==> config.mk <==
export PLATFORM = sky130hd
export DESIGN_NAME = seq_addsub_unit
export DESIGN_NICKNAME = d
export VERILOG_FILES = /design/src/rtl/seq_addsub_unit.sv
export SDC_FILE = /design/constraint.sdc
export NUM_CORES = 1
export LEC_CHECK = 0
export BUFFER_PORTS_ARGS = -buffer_cell sky130_fd_sc_hd__buf_2
export CAP_MARGIN = 20
export CELL_PAD_IN_SITES_DETAIL_PLACEMENT = 0
export CELL_PAD_IN_SITES_GLOBAL_PLACEMENT = 1
export CORE_MARGIN = 5
export CORE_UTILIZATION = 40
export CTS_BUF_LIST = sky130_fd_sc_hd__clkbuf_2
export CTS_CLUSTER_DIAMETER = 40
export DETAILED_ROUTE_END_ITERATION = 12
export PLACE_DENSITY = 0.79
export SETUP_SLACK_MARGIN = 0.02
export SLEW_MARGIN = 15
export SYNTH_ARGS = -nofsm -noshare
export SYNTH_HDL_FRONTEND = slang
export SYNTH_SLANG_ARGS = --single-unit
==> constraint.sdc <==
create_clock -name clk -period 3 [get_ports clk]
set_input_delay 0.6 -clock clk [delete_from_list [all_inputs] [get_ports clk]]
set_output_delay 0.6 -clock clk [all_outputs]
set_load 0.02 [all_outputs]
==> src/rtl/seq_addsub_unit.sv <==
// seq_addsub_unit: digit-serial adder/subtractor.
// Operands are captured on accept and processed DIGIT bits per clock, LSB
// slice first, with the slice carry rippled through a register.
// Ops: 00/11 add, 01 two's-complement sub, 10 ones'-complement sub with
// end-around carry.
// Optional feature macro: SEQ_ADDSUB_EAC_EN. When it is defined, op 10 runs
// a second serial pass (EAC state) that folds the end-around carry back in.
// When it is undefined, op 10 is executed as op 01.
module seq_addsub_unit #(
   parameter int WIDTH = 8,
   parameter int DIGIT = 4
) (
   input  logic             clk,
   input  logic             rst_n,
   input  logic             in_valid,
   output logic             in_ready,
   input  logic [WIDTH-1:0] a,
   input  logic [WIDTH-1:0] b,
   input  logic [1:0]       op,
   input  logic             cin,
   output logic             out_valid,
   input  logic             out_ready,
   output logic [WIDTH-1:0] result,
   output logic             cout,
   output logic             busy
);

   localparam int N  = WIDTH / DIGIT;
   localparam int CW = (N > 1) ? $clog2(N) : 1;

`ifdef SEQ_ADDSUB_EAC_EN
   typedef enum logic [1:0] {IDLE = 2'd0, RUN = 2'd1, EAC = 2'd2, DONE = 2'd3} state_t;
`else
   typedef enum logic [1:0] {IDLE = 2'd0, RUN = 2'd1, DONE = 2'd3} state_t;
`endif

   state_t            state, state_nxt;
   logic [WIDTH-1:0]  a_r, b_r, res_r, res_ins;
   logic              carry, cout_r, sub_r;
   logic [CW-1:0]     cnt;
   logic              last, in_eac;
   logic              is_sub_in, is_eac_in;
   logic [DIGIT-1:0]  add_x, add_y;
   logic [DIGIT:0]    sum;
`ifdef SEQ_ADDSUB_EAC_EN
   logic              eac_r;
`endif

   // Op decode on the input side; sub_r also drives the final borrow inversion.
`ifdef SEQ_ADDSUB_EAC_EN
   assign is_eac_in = (op == 2'b10);
   assign is_sub_in = (op == 2'b01);
   assign in_eac    = (state == EAC);
`else
   assign is_eac_in = 1'b0;
   assign is_sub_in = (op == 2'b01) || (op == 2'b10);
   assign in_eac    = 1'b0;
`endif

   assign last = (cnt == CW'(N - 1));

   // One shared slice adder: operand slices in RUN, partial result plus carry in EAC.
   assign add_x = in_eac ? res_r[DIGIT-1:0] : a_r[DIGIT-1:0];
   assign add_y = in_eac ? '0 : b_r[DIGIT-1:0];
   assign sum   = {1'b0, add_x} + {1'b0, add_y} + {{DIGIT{1'b0}}, carry};

   // New slice enters at the top of the result and the register shifts right,
   // so after N slices the LSB slice sits at bit 0.
   generate
      if (WIDTH == DIGIT) begin : g_one_slice
         assign res_ins = sum[DIGIT-1:0];
      end else begin : g_multi_slice
         assign res_ins = {sum[DIGIT-1:0], res_r[WIDTH-1:DIGIT]};
      end
   endgenerate

   // State register.
   always_ff @(posedge clk or negedge rst_n) begin
      if (!rst_n) state <= IDLE;
      else        state <= state_nxt;
   end

   // Next-state logic.
   always_comb begin
      state_nxt = state;
      case (state)
         IDLE: if (in_valid) state_nxt = RUN;
         RUN: begin
            if (last) begin
`ifdef SEQ_ADDSUB_EAC_EN
               state_nxt = eac_r ? EAC : DONE;
`else
               state_nxt = DONE;
`endif
            end
         end
`ifdef SEQ_ADDSUB_EAC_EN
         EAC:  if (last) state_nxt = DONE;
`endif
         DONE: if (out_ready) state_nxt = IDLE;
         default: state_nxt = IDLE;
      endcase
   end

   // Operand capture, serial slice processing and result/carry registers.
   always_ff @(posedge clk or negedge rst_n) begin
      if (!rst_n) begin
         a_r    <= '0;
         b_r    <= '0;
         res_r  <= '0;
         carry  <= 1'b0;
         cout_r <= 1'b0;
         sub_r  <= 1'b0;
         cnt    <= '0;
`ifdef SEQ_ADDSUB_EAC_EN
         eac_r  <= 1'b0;
`endif
      end else begin
         case (state)
            IDLE: begin
               if (in_valid) begin
                  a_r   <= a;
                  // Subtraction is a + ~b; two's-complement adds 1 unless borrowing.
                  b_r   <= (is_sub_in || is_eac_in) ? ~b : b;
                  carry <= is_sub_in ? ~cin : (is_eac_in ? 1'b0 : cin);
                  sub_r <= is_sub_in;
                  cnt   <= '0;
`ifdef SEQ_ADDSUB_EAC_EN
                  eac_r <= is_eac_in;
`endif
               end
            end
            RUN: begin
               a_r   <= a_r >> DIGIT;
               b_r   <= b_r >> DIGIT;
               res_r <= res_ins;
               carry <= sum[DIGIT];
               cnt   <= last ? '0 : cnt + CW'(1);
               // Borrow is the inverted carry; add and EAC report the raw carry.
               if (last) cout_r <= sub_r ^ sum[DIGIT];
            end
`ifdef SEQ_ADDSUB_EAC_EN
            EAC: begin
               res_r <= res_ins;
               carry <= sum[DIGIT];
               cnt   <= last ? '0 : cnt + CW'(1);
            end
`endif
            default: ;
         endcase
      end
   end

   assign in_ready  = (state == IDLE);
   assign out_valid = (state == DONE);
   assign busy      = (state != IDLE);
   assign result    = res_r;
   assign cout      = cout_r;

endmodule

==> flow_metrics.tcl <==
set metrics [dict create \
    status "finished, final reports clean" \
    p_per_area_mw_per_mm2 1011 \
    dp.final_hpwl_mm 2.474 \
    synth_edf_count 0 \
    cts_max_path_buffers 2 \
    r2r_start "state[1]" \
    timing.rr.end "result[7]" \
    drt-vias-per-instance 5.247 \
    cp_top_family "flip-flops" \
    cp_max_fo 23 \
    die-height_um 72.61 \
    drc 0 \
    yosysWarnings 0 \
    synthTopCellsByCount "dfrtp_1, nand2_1, a21oi_1, o21ai_0, inv_1" \
    cts_tree "done" \
    layout-drive-gt1-share 0.2461 \
    hold_violations 0 \
    antenna_cells 0 \
    relSlewSlack 0.5297 \
    grt_pass1_wl_mm 5.637 \
    wl_per_cell_um 14.11 \
    crit_buf_inv 2 \
    synthesis.area_sq_mm 0.001568 \
    die_width_um 72.61 \
    slew_violations 0 \
    first_global_vias 1257 \
    async_reset_ff_frac 1.000 \
    reg2reg_slack_ns 1.04 \
    cts-htree-levels 2 \
    io_buffers 34 \
    nets 219 \
    worst_clock_skew_ns 0.008396 \
    grt_busiest_layer "met2" \
    synth_top_area_cell "dfrtp_1" \
    wl_mm 3.373 \
    syn_nets 186 \
    postSynthCellCount 158 \
    worst_ep_arrival_time_ns 1.63 \
    grt.met1_usage 0.1693 \
    worstRegToRegCells 3 \
    clkLatencyLatePin_ns 0.34 \
    ys.flop_type "dfrtp_1" \
    finalSetupViolations 0 \
    dieArea_sq_mm 0.005271 \
    clock-sinks 30 \
    dp_slack_ns 1.004 \
    ir_drop_v 0.0004215 \
    post_cts_buffers 0 \
    ys_seq_area_frac 0.4789 \
    gp_congestion 0.8377 \
    cp_slowest_stage_delay_ns 0.67 \
    antenna_found_initial 0 \
    fmax_mhz 448.0 \
    period_share 0.7440 \
    track_usage 0.1366 \
    cts-root-buf "clkbuf_2" \
    critical_path_class "reg2out" \
    slowest_stage "dfrtp_1" \
    post_cts.resized_instances 0 \
    finish.utilization 0.4832 \
    drtAntennaViolNets 0 \
    fin_tns_setup_ns 0 \
    firstDrtPassIters 4 \
    start_util 0.4219 \
    critPathLaunch "state[1]" \
    grt_max_degree 31 \
    grt_remaining_overflow 0 \
    maxCapViolCount 0 \
    vias 1254 \
    fp.coreArea_sq_mm 0.003716 \
    area_growth_pct 14.52 \
    clkSlewWorstSetupHoldPaths_ns 0.13 \
    cp.required_ns 2.40 \
    ioPinCount 35 \
    crit_chain "or2_2 -> inv_1 -> buf_2" \
    critPathCaptureType "output pin" \
    drtIter0Drc 64 \
    fin_ws_ns 0.7681 \
    rows 22 \
    hold_class "in2async" \
    p_leak_nw 0.8500 \
    tightest_slew_ns 0.7055 \
    yosysMostFrequentCell "dfrtp_1" \
    synth_top_area_frac 0.4789 \
    synthTopCellsByArea "dfrtp_1, nand2_1, a21oi_1, o21ai_0, xor2_1" \
    grt_setup_unrepaired "no" \
    synthDistinctLibCells 36 \
    use_met2 0.2275 \
    period_needed_ns 2.232 \
    synth_area_per_cell_sq_um 9.922 \
    start_kind "flop" \
    synth_seq_cells 30 \
    cts-hold-fix-buffers 0 \
    grt.met3_usage 0.04545 \
    cts_buffers 5 \
]
[cells in the final DEF (no fill, tap or decap), types with 4 or more instances in the layout]
| master | Yosys | routed |
|---|---|---|
| inv_1 | 7 | 7 |
| o22ai_1 | 5 | 5 |
| o21ai_0 | 11 | 11 |
| nor2b_1 | 4 | 4 |
| a21oi_1 | 11 | 11 |
| a221o_1 | 4 | 4 |
| nand2_1 | 26 | 26 |
| nor3b_1 | 4 | 4 |
| buf_2 | 3 | 34 |
| xnor2_1 | 4 | 4 |
| xor2_1 | 6 | 6 |
| dfrtp_1 | 30 | 30 |
| a31oi_1 | 4 | 4 |
| and2_1 | 6 | 6 |
| clkbuf_2 | 0 | 7 |
[worst register-to-register path, stage by stage, from the launching register on]
cell	delay, ns
dfrtp_1	0.67
nand2b_1	0.54
or4_1	0.60
nand3_1	0.09
[routing by layer]
layer  part of all wire  vias to the layer above
met4              0.011                        0
met1               0.46                      590
met2               0.46                       44
met5                  0                        -
li1                   -                      613
met3              0.064                        7
[worst max path at each step]
stage,to,slack [ns],depth (start not counted)
finish,in_ready,0.77,3
CTS,in_ready,0.77,3
global route,in_ready,0.68,3
global placement,sub_r,1.04,4
detailed placement,sub_r,1.00,4
floorplan,in_ready,1.19,4
[where the power goes]
group / switching [mW] / internal [mW] / leakage [nW]
registers: 0.198 / 0.587 / 0.384
clock network: 0.122 / 0.0608 / 0.0291
logic: 0.498 / 0.350 / 0.437
total: 0.818 / 0.998 / 0.850
[flip-flops by register name, indices dropped and copies added (netlist names)]
signal  flops
a_r         8
b_r         8
carry       1
cnt         1
cout        1
result      8
state       2
sub_r       1
[kinds of logic (layout without fill, tap and decap cells)]
| kind of cell | after synthesis | after routing | synth area share |
|---|---|---|---|
| buffers and inverters | 15 | 48 | 0.04070 |
| muxes | 1 | 1 | 0.007182 |
| and+or+nand+nor | 53 | 53 | 0.1732 |
| adders and majority gates | 5 | 5 | 0.04948 |
| DFF | 30 | 30 | 0.4789 |
| AOI/OAI and AO/OA | 43 | 43 | 0.1772 |
| xor gates and xnor gates | 11 | 11 | 0.07342 |
[stage by stage]
stage	hold slack, ns	std cells	cell area [sq um]	power (mW)
floorplan	0.3044	158	1568	1.392
global placement	0.4525	232	1760	1.617
detailed placement	0.4668	232	1760	1.647
CTS	0.2762	239	1795	1.834
global route	0.3033	239	1795	1.976
finish	0.2722	239	1795	1.816
[layout make-up]
type                    instances  area (sq um)
clock buffers                   7         35.03
fillers                       354          1921
inverters                       7         26.28
multi-input cells             113         753.2
flip-flops and latches         30         750.7
well taps                      48         60.06
repair buffers                 34         170.2
Power figures use the tool's default switching activity.
